<file path="src/rtl/sync_fifo_pkg.sv">
// Shared definitions for the sync_fifo family: default geometry, the pointer
// width helper and a bundled status type for consumers that carry the flags
// as one signal.
package sync_fifo_pkg;

    localparam int DEF_WIDTH = 8;
    localparam int DEF_DEPTH = 16;

    // Pointer width for a given depth; a depth of 1 still needs one bit.
    function automatic int ptr_width(input int depth);
        return (depth > 1) ? $clog2(depth) : 1;
    endfunction

    typedef struct packed {
        logic full;
        logic empty;
        logic almost_full;
        logic almost_empty;
    } fifo_status_t;

endpackage

</file>
<file path="src/rtl/sync_fifo_param_if.sv">
// Producer/consumer bundle for sync_fifo_param. The master side drives the
// requests and write data; the slave side (the FIFO) returns data, occupancy
// and status.
interface sync_fifo_param_if import sync_fifo_pkg::*; #(
    parameter int WIDTH = DEF_WIDTH,
    parameter int DEPTH = DEF_DEPTH
);
    localparam int AW = ptr_width(DEPTH);

    logic             wr;
    logic [WIDTH-1:0] d;
    logic             rd;
    logic [WIDTH-1:0] q;
    logic             full;
    logic             empty;
    logic             almost_full;
    logic             almost_empty;
    logic [AW:0]      count;
    logic             overflow;
    logic             underflow;

    modport master (
        output wr, d, rd,
        input  q, full, empty, almost_full, almost_empty, count, overflow, underflow
    );

    modport slave (
        input  wr, d, rd,
        output q, full, empty, almost_full, almost_empty, count, overflow, underflow
    );

endinterface

</file>
<file path="src/rtl/sync_fifo_ram.sv">
// DEPTH x WIDTH storage with one synchronous write port and one asynchronous
// read port. Any read register lives in the instantiating module.
module sync_fifo_ram import sync_fifo_pkg::*; #(
    parameter int WIDTH = DEF_WIDTH,
    parameter int DEPTH = DEF_DEPTH
) (
    input  logic                           clk,
    input  logic                           we,
    input  logic [ptr_width(DEPTH)-1:0]    waddr,
    input  logic [WIDTH-1:0]               wdata,
    input  logic [ptr_width(DEPTH)-1:0]    raddr,
    output logic [WIDTH-1:0]               rdata
);
    logic [WIDTH-1:0] mem [DEPTH];

    // Write the addressed entry on an accepted write.
    // NOTE: the array has no reset; clearing it would force a flop-based
    // implementation, and occupancy tracking already hides stale entries.
    always_ff @(posedge clk) begin
        if (we) begin
            mem[waddr] <= wdata;
        end
    end

    assign rdata = mem[raddr];

endmodule

</file>
<file path="src/rtl/sync_fifo_param.sv">
// Parametrised single-clock FIFO with occupancy, almost-full/almost-empty
// thresholds and one-cycle overflow/underflow pulses.
// Compile-time option SYNC_FIFO_FWFT_EN: when defined, q is first-word-fall-
// through (head word shown combinationally, 0 when empty); when undefined, q
// is a register loaded on each accepted read and held otherwise.
// Reset is synchronous and active-low on rst.
module sync_fifo_param import sync_fifo_pkg::*; #(
    parameter int WIDTH    = DEF_WIDTH,
    parameter int DEPTH    = DEF_DEPTH,
    parameter int AF_LEVEL = DEPTH - 2,
    parameter int AE_LEVEL = 2
) (
    input  logic              clk,
    input  logic              rst,
    sync_fifo_param_if.slave  bus
);
    localparam int AW = ptr_width(DEPTH);

    localparam logic [AW:0] CNT_FULL = (AW+1)'(DEPTH);
    localparam logic [AW:0] CNT_AF   = (AW+1)'(AF_LEVEL);
    localparam logic [AW:0] CNT_AE   = (AW+1)'(AE_LEVEL);

    logic [AW-1:0]    wptr_q, wptr_d;
    logic [AW-1:0]    rptr_q, rptr_d;
    logic [AW:0]      count_q, count_d;
    logic             overflow_q, overflow_d;
    logic             underflow_q, underflow_d;
    logic             wa, ra, we;
    logic [WIDTH-1:0] rdata;
    fifo_status_t     status;

    // Flags are pure decodes of the occupancy register.
    always_comb begin
        status.full         = (count_q == CNT_FULL);
        status.empty        = (count_q == '0);
        status.almost_full  = (count_q >= CNT_AF);
        status.almost_empty = (count_q <= CNT_AE);
    end

    // Acceptance is judged on the pre-edge flags only.
    assign wa = bus.wr & ~status.full;
    assign ra = bus.rd & ~status.empty;
    assign we = wa & rst;

    // Next pointers, occupancy and error pulses; reset folds in here.
    // NOTE: every output gets a default first so no path can infer a latch.
    always_comb begin
        wptr_d      = wptr_q;
        rptr_d      = rptr_q;
        count_d     = count_q;
        overflow_d  = 1'b0;
        underflow_d = 1'b0;
        if (!rst) begin
            wptr_d  = '0;
            rptr_d  = '0;
            count_d = '0;
        end else begin
            if (wa) wptr_d = wptr_q + 1'b1;
            if (ra) rptr_d = rptr_q + 1'b1;
            case ({wa, ra})
                2'b10:   count_d = count_q + 1'b1;
                2'b01:   count_d = count_q - 1'b1;
                default: count_d = count_q;
            endcase
            overflow_d  = bus.wr & status.full;
            underflow_d = bus.rd & status.empty;
        end
    end

    // State register for pointers, occupancy and error pulses.
    // NOTE: non-blocking assignments so every flop samples pre-edge values.
    always_ff @(posedge clk) begin
        wptr_q      <= wptr_d;
        rptr_q      <= rptr_d;
        count_q     <= count_d;
        overflow_q  <= overflow_d;
        underflow_q <= underflow_d;
    end

    sync_fifo_ram #(
        .WIDTH (WIDTH),
        .DEPTH (DEPTH)
    ) u_ram (
        .clk   (clk),
        .we    (we),
        .waddr (wptr_q),
        .wdata (bus.d),
        .raddr (rptr_q),
        .rdata (rdata)
    );

`ifdef SYNC_FIFO_FWFT_EN
    assign bus.q = status.empty ? '0 : rdata;
`else
    logic [WIDTH-1:0] q_q, q_d;

    // Registered read data: load the head word on an accepted read, else hold.
    always_comb begin
        q_d = q_q;
        if (!rst) begin
            q_d = '0;
        end else if (ra) begin
            q_d = rdata;
        end
    end

    // Read data register.
    always_ff @(posedge clk) begin
        q_q <= q_d;
    end

    assign bus.q = q_q;
`endif

    assign bus.full         = status.full;
    assign bus.empty        = status.empty;
    assign bus.almost_full  = status.almost_full;
    assign bus.almost_empty = status.almost_empty;
    assign bus.count        = count_q;
    assign bus.overflow     = overflow_q;
    assign bus.underflow    = underflow_q;

endmodule
</file>
<file path="src/flat_wrapper.sv">
// flat-port wrapper written by rule: the top's interface ports become plain ports
module sync_fifo_param_flat import sync_fifo_pkg::*;
#(
    parameter int WIDTH    = DEF_WIDTH,
    parameter int DEPTH    = DEF_DEPTH,
    parameter int AF_LEVEL = DEPTH - 2,
    parameter int AE_LEVEL = 2
)
  (clk, rst, bus_wr, bus_d, bus_rd, bus_q, bus_full, bus_empty, bus_almost_full, bus_almost_empty, bus_count, bus_overflow, bus_underflow);
  sync_fifo_param_if #(.WIDTH(WIDTH), .DEPTH(DEPTH)) bus_i ();
  input  logic clk;
  input  logic rst;
  input wire logic [$bits(bus_i.wr)-1:0] bus_wr;
  input wire logic [$bits(bus_i.d)-1:0] bus_d;
  input wire logic [$bits(bus_i.rd)-1:0] bus_rd;
  output wire logic [$bits(bus_i.q)-1:0] bus_q;
  output wire logic [$bits(bus_i.full)-1:0] bus_full;
  output wire logic [$bits(bus_i.empty)-1:0] bus_empty;
  output wire logic [$bits(bus_i.almost_full)-1:0] bus_almost_full;
  output wire logic [$bits(bus_i.almost_empty)-1:0] bus_almost_empty;
  output wire logic [$bits(bus_i.count)-1:0] bus_count;
  output wire logic [$bits(bus_i.overflow)-1:0] bus_overflow;
  output wire logic [$bits(bus_i.underflow)-1:0] bus_underflow;
  assign bus_i.wr = bus_wr;
  assign bus_i.d = bus_d;
  assign bus_i.rd = bus_rd;
  assign bus_q = bus_i.q;
  assign bus_full = bus_i.full;
  assign bus_empty = bus_i.empty;
  assign bus_almost_full = bus_i.almost_full;
  assign bus_almost_empty = bus_i.almost_empty;
  assign bus_count = bus_i.count;
  assign bus_overflow = bus_i.overflow;
  assign bus_underflow = bus_i.underflow;
  sync_fifo_param #(.WIDTH(WIDTH), .DEPTH(DEPTH), .AF_LEVEL(AF_LEVEL), .AE_LEVEL(AE_LEVEL)) u_core (.clk(clk), .rst(rst), .bus(bus_i));
endmodule
</file>
<file path="config.mk">
export PLATFORM = sky130hd
export DESIGN_NAME = sync_fifo_param_flat
export DESIGN_NICKNAME = d
export VERILOG_FILES = /design/src/rtl/sync_fifo_pkg.sv /design/src/rtl/sync_fifo_param_if.sv /design/src/rtl/sync_fifo_ram.sv /design/src/rtl/sync_fifo_param.sv /design/src/flat_wrapper.sv
export SDC_FILE = /design/constraint.sdc
export NUM_CORES = 1
export LEC_CHECK = 0
export CAP_MARGIN = 30
export CORE_MARGIN = 4
export CORE_UTILIZATION = 50
export CTS_CLUSTER_SIZE = 12
export DETAILED_ROUTE_END_ITERATION = 12
export GPL_TIMING_DRIVEN = 0
export PLACE_DENSITY = 0.7
export SLEW_MARGIN = 20
export SYNTH_ARGS = -nofsm -noshare
export SYNTH_HDL_FRONTEND = slang
export SYNTH_SLANG_ARGS = --single-unit
</file>
<file path="constraint.sdc">
create_clock -name clk -period 3.05 [get_ports clk]
set_clock_uncertainty 0.1 [all_clocks]
set_input_delay 0.61 -clock clk [delete_from_list [all_inputs] [get_ports clk]]
set_output_delay 0.61 -clock clk [all_outputs]
set_load 0.01 [all_outputs]
</file>
### Word-level counts from Yosys, hierarchy flattened

Memory sizes are Yosys's and may differ from the RTL's. A register that Yosys moved wholly into a read port is not among the register bits.
Cells that the tools add are included.

| word-level totals | value |
|---|---|
| input port bits | 12 |
| bits in registers | 15 |
| RAM bits | 128 |
| memories | 1 |
| ROM bits | 0 |
| output and inout port bits | 19 |
| logic and storage cells | 28 |
| bits in latches | 0 |

| cells by class | value |
|---|---|
| magnitude comparators | 2 |
| shift-type cells | 0 |
| bitwise logic cells | 7 |
| muxes and demuxes | 3 |
| reductions and logical operators | 3 |
| divide/modulo/power cells | 0 |
| eq/ne operators | 3 |
| multiply operators | 0 |
| add/subtract/negate cells | 4 |

Memories:

| name | depth | bits a word | rd ports | clocked after Yosys merged registers in | wr ports | line | source |
|---|---|---|---|---|---|---|---|
| u_core.u_ram.mem | 16 | 8 | 1 | 1 | 1 | sync_fifo_ram.sv:14 | `logic [WIDTH-1:0] mem [DEPTH];` |

Operators by type and width:

| operator | number |
|---|---|
| 5-bit one-hot mux with 2 select lines | 1 |
| 4-bit by 1-bit adder with 4-bit output (second input constant) | 2 |
| 5-bit by 1-bit adder with 5-bit output (second input constant) | 1 |
| 1-bit bitwise AND | 5 |
| 5-bit equality test (second input constant) | 1 |
| 5-bit by 4-bit greater-or-equal comparator with 1-bit output (second input constant) | 1 |
| 5-bit by 2-bit less-or-equal comparator with 1-bit output (second input constant) | 1 |
| 5-bit zero test | 1 |
| 5-bit by 1-bit subtractor with 5-bit output (second input constant) | 1 |
| 2-bit by 1-bit equality test with 1-bit output (second input constant) | 1 |
| 2-bit equality test (second input constant) | 1 |
| 1-bit 2-to-1 mux | 2 |
| 1-bit inverter | 2 |
| 2-bit nonzero test | 1 |
| 1-bit zero test | 1 |

### Logic depth before layout (Yosys ltp)

| logic depth | value |
|---|---|
| depth in word-level cells | 6 |
| mapped depth | 12 |

### Hierarchy

A second synthesis with hierarchy kept.

| second synthesis, totals | value |
|---|---|
| cell total of the unflattened synthesis | 333 |
| area total of the unflattened synthesis | 6115.9 µm² |

By module, submodules not included:

| module | cells each | times used | area each (µm²) |
|---|---|---|---|
| sync_fifo_ram | 221 | 1 | 4987.3 |
| sync_fifo_param | 112 | 1 | 1128.6 |

### Worst setup path after synthesis

Ideal clock, no wire load.

| timing path | value |
|---|---|
| kind | flip-flop to flip-flop |
| start point | register u_core.count_q[0], in the netlist u_core.bus.count[0] |
| end point | register u_core.count_q[4], in the netlist u_core.bus.count[4] |
| setup slack | 0.257 ns |
| path buffers | 1 |
| required time | 2.878 ns |
| arrival | 2.621 ns |
| cell stages (with the launch flop) | 12 |
| path through | dfxtp_1 -> or4_4 -> o21ai_4 -> inv_2 -> ha_1 -> buf_2 -> xor2_1 -> ha_1 -> nand2_1 -> a31oi_1 -> a221oi_1 -> mux2i_1 |

| between the ends | value |
|---|---|
| cells in the longest elaborated chain, start to end | 5 |
| elaborated cells between the ends (all ways) | 12 |
| those cells by class | add/sub: 2; eq/ne: 3; mux: 1; bitwise: 4; reduce/logical: 2 |

RTL lines:

| what | line | source |
|---|---|---|
| start: declaration | sync_fifo_param.sv:25 | `logic [AW:0] count_q, count_d;` |
| start signal: assignment | sync_fifo_param.sv:75 | `count_q <= count_d;` |
| 5-bit equality test or 5-bit zero test (tied branches) | sync_fifo_param.sv:34, sync_fifo_param.sv:35 |  |
| 1-bit inverter, on equally long branches | sync_fifo_param.sv:41, sync_fifo_param.sv:42 |  |
| 1-bit bitwise AND, on equally long branches | sync_fifo_param.sv:41, sync_fifo_param.sv:42 |  |
| 2-bit by 1-bit equality test with 1-bit output or 2-bit equality test (tied branches) | sync_fifo_param.sv:60 | `case ({wa, ra})` |
| 5-bit one-hot mux with 2 select lines or 2-bit nonzero test (tied branches) | - |  |

Several ways; a longest one is shown, not always the timed one.
A chain may end at the register's enable or synchronous reset.

### Final worst setup path

| timing path | value |
|---|---|
| start point | register u_core.count_q[0], in the netlist u_core.bus.count[0] |
| end point | register u_core.count_q[2], in the netlist u_core.bus.count[2] |

Same word-level chain as after synthesis.

==> summary.md <==
| Metric | Value |
|---|---|
| Status | complete, no violations |
| RR Startpoint | u_core.bus.count[0] |
| Die area | 14130 um^2 |
| Arrival @ worst endpoint | 3.04 ns |
| Clock transition at path regs | 0.06 ns |
| Die Span Y | 118.9 um |
| Root Driver | clkbuf_16 |
| Final period utilization | 0.9353 |
| Yosys cell types | 48 |
| Initial Util | 0.5119 |
| Vias in the first global route | 3332 |
| CTS Buffer Depth | 2 |
| # IOs | 31 |
| CTS tree | done |
| Area grow syn2layout | 19.60% |
| Hold Path Cell Cnt | 2 |
| Yosys warnings | 0 |
| Seq. cell area | 4305 um^2 |
| Pwr/cell area | 809.6 nW/um^2 |
| Largest net degree at the start of global routing | 17 |
| Nets | 419 |
| Global-route wire length before repair | 19.11 mm |
| Clock latency on the worst-skew pair | 0.42 ns |
| Tightest Hold Check Type | reg -> reg |
| Synth Area per Inst | 18.03 um^2 |
| Utilization after layout | 0.6122 |
| Max-Cap Viols | 0 |
| Critical Path Start Type | register |
| Antenna violations before repair | 0 |
| Worst endpoint required time | 3.24 ns |
| Final min period | 2.853 ns |
| Core Rows | 40 |
| Post-synth EDFFs | 128 |
| Multi-input gate area | 1757 um^2 |
| Syn Std Cell Area | 6148 um^2 |
| Final-report max-slew violation count | 0 |
| Crit. End Element | register |
| Setup CP Type | reg -> reg |
| Rel. slew slack | 0.4171 |
| Die Span X | 118.9 um |
| Via count | 3283 |
| Worst vdd ir | 605.7 uV |
| Port Buf Inserts | 30 |
| GRT Total Usage | 0.1841 |
| Setup-failing EPs final | 0 |
| TritonRoute pass-1 iters | 5 |
| WL per Instance | 22.13 um |
| DRC viols | 0 |
| Synth Instances | 341 |
| Setup TNS | 0 ns |
| H-tree depth | 4 |
| Crit. Startpoint | u_core.bus.count[0] |
| Fillers | 871 |
| Antenna Cells | 0 |
| Worst Tran Pin Value | 0.8711 ns |
| Leakage power | 2.417 nW |
| DP HPWL | 7.922 mm |
| WL final | 12.37 mm |
| Sequential area share after synthesis | 0.7000 |
| Unrepaired setup endpoints after global routing | no |
| Via density per instance | 5.873 |
| Crit-path max FO | 10 |
| Post-synth top flop | edfxtp_1 |
| Final Cell Area | 7353 um^2 |
| Asr flop ratio synth | 0 |
| Mapped Nets | 361 |
| Worst R2R Path Depth | 10 |
| Synthesis-stage register bit count | 151 |
| # clock sinks | 151 |
| Antenna Nets Post-Route | 0 |
| Routability congestion estimate from global placement | 0.8240 |
| R2R setup slack | 0.20 ns |
| Layout cells sized above 1 | 0.2427 |
| CTS buffer count | 17 |
| Fin Hold WS | 0.4092 ns |
| Final Non-Filler Cells | 559 |
| DP Cell Count | 520 |
| F_max | 350.6 MHz |
| HP Start | u_core.bus.q[4] |
| CTS Hold Buffers Added | 0 |
| Core Region | 12010 um^2 |
| First DRT Iteration DRCs | 319 |
| Total gr overflow | 0 |
| Final hold vios | 0 |
| Placed Area | 6668 um^2 |
-- timing repair --
item / 4_1_cts / 5_1_grt
endpoints found under the setup margin: 1 / 2
pin swaps: 0 / 3
buffers inserted: 0 / 4
resized for setup: 1 / 6
-- path summary, 6_finish.rpt --
| check | to |
|---|---|
| worst max-delay path | u_core.bus.count[2] |
| worst min-delay path | u_core.bus.q[4] |
| worst max register to register | u_core.bus.count[2] |
| worst min register to register | u_core.bus.q[4] |
-- cells in the mapped netlist, types with 3 or more instances --
| master | number | area, um^2 |
|---|---|---|
| o211ai_1 | 4 | 30.03 |
| mux4_2 | 32 | 720.7 |
| inv_1 | 5 | 18.77 |
| clkbuf_1 | 8 | 30.03 |
| and2_1 | 6 | 37.54 |
| mux2i_1 | 19 | 190.2 |
| edfxtp_1 | 128 | 3844 |
| nor2_1 | 14 | 52.55 |
| o221ai_1 | 7 | 61.31 |
| nor3_1 | 5 | 25.02 |
| nand2b_1 | 3 | 18.77 |
| ha_1 | 8 | 100.1 |
| nand3_1 | 15 | 75.07 |
| and3_1 | 3 | 18.77 |
| nor2b_1 | 4 | 25.02 |
| xnor2_1 | 6 | 52.55 |
| nand2_1 | 8 | 30.03 |
| buf_2 | 8 | 40.04 |
| buf_4 | 3 | 22.52 |
| dfxtp_1 | 23 | 460.4 |
-- final cells by class --
type / instances / area share
repair buffers: 39 / 0.05003
clock inverters: 9 / 0.02042
inverters: 6 / 0.003063
plain buffers: 21 / 0.01480
flip-flops and latches: 151 / 0.5855
well taps: 147 / 0.02501
clock buffers: 23 / 0.06228
multi-input cells: 163 / 0.2389
-- power breakdown --
group | switching (mW) | internal [mW] | total (mW)
combinational | 0.684 | 0.669 | 1.35
clock | 0.776 | 1.39 | 2.16
sequential | 0.0828 | 2.35 | 2.44
total | 1.54 | 4.41 | 5.95
-- metrics by stage --
stage	total power [mW]	worst slack [ns]
2_1_floorplan	3.256	0.2571
3_3_place_gp	3.692	-0.4791
3_5_place_dp	3.723	-0.3269
4_1_cts	5.880	0.001449
5_1_grt	6.182	0.01115
6_report	5.953	0.1975
-- layer usage --
| layer | part of all wire | vias up | global-route usage |
|---|---|---|---|
| li1 | - | 1484 | - |
| met1 | 0.43 | 1684 | 0.2452 |
| met2 | 0.50 | 96 | 0.2980 |
| met3 | 0.048 | 19 | 0.05745 |
| met4 | 0.017 | 0 | 0.04634 |
| met5 | 0 | - | 0 |
-- cells in the final DEF (no fill, tap or decap), types with 2 or more instances in the layout --
cell type | netlist | routed
clkbuf_16 | 0 | 17
o211ai_1 | 4 | 4
clkinv_2 | 0 | 2
buf_4 | 3 | 12
o21a_1 | 2 | 2
ha_1 | 8 | 7
nor2_1 | 14 | 14
dfxtp_1 | 23 | 22
and2_1 | 6 | 6
o221ai_1 | 7 | 7
clkbuf_1 | 8 | 12
nand3_1 | 15 | 15
clkdlybuf4s50_1 | 0 | 30
o311ai_0 | 2 | 2
mux2i_1 | 19 | 19
nand3b_1 | 2 | 2
inv_1 | 5 | 5
and3_1 | 3 | 3
nor3_2 | 0 | 4
edfxtp_1 | 128 | 128
buf_2 | 8 | 8
mux4_2 | 32 | 32
nand2_1 | 8 | 8
nor2b_1 | 4 | 4
bufinv_16 | 0 | 4
nand2b_1 | 3 | 3
xnor2_1 | 6 | 6
-- critical path, stage by stage (launching register included) --
cell and delay, ns:
dfxtp_2 0.37, or4_4 0.57, o21ai_4 0.20, inv_2 0.10
ha_1 0.23, buf_2 0.18, xor2_1 0.16, ha_2 0.20
o21a_1 0.20, o311ai_0 0.27, o41ai_1 0.13
-- kinds of logic (layout without fill, tap and decap cells) --
| kind of cell | count (synthesis) | count (layout) | share of synthesized area |
|---|---|---|---|
| compound gates | 29 | 29 | 0.04152 |
| xor+xnor | 7 | 7 | 0.009972 |
| fa+ha+maj | 8 | 8 | 0.01628 |
| buf+inv | 27 | 98 | 0.02116 |
| flops | 151 | 151 | 0.7000 |
| mux | 51 | 51 | 0.1481 |
| simple gates | 68 | 68 | 0.06288 |
-- state kept, by name, indices dropped and copies added, names as in the netlist --
signal and flops:
u_core.rptr_q 4, u_core.wptr_q 4, u_core.bus.q 8, u_core.bus.overflow 1, u_core.u_ram.mem 128, u_core.bus.count 5
u_core.bus.underflow 1
Power figures use the tool's default switching activity.
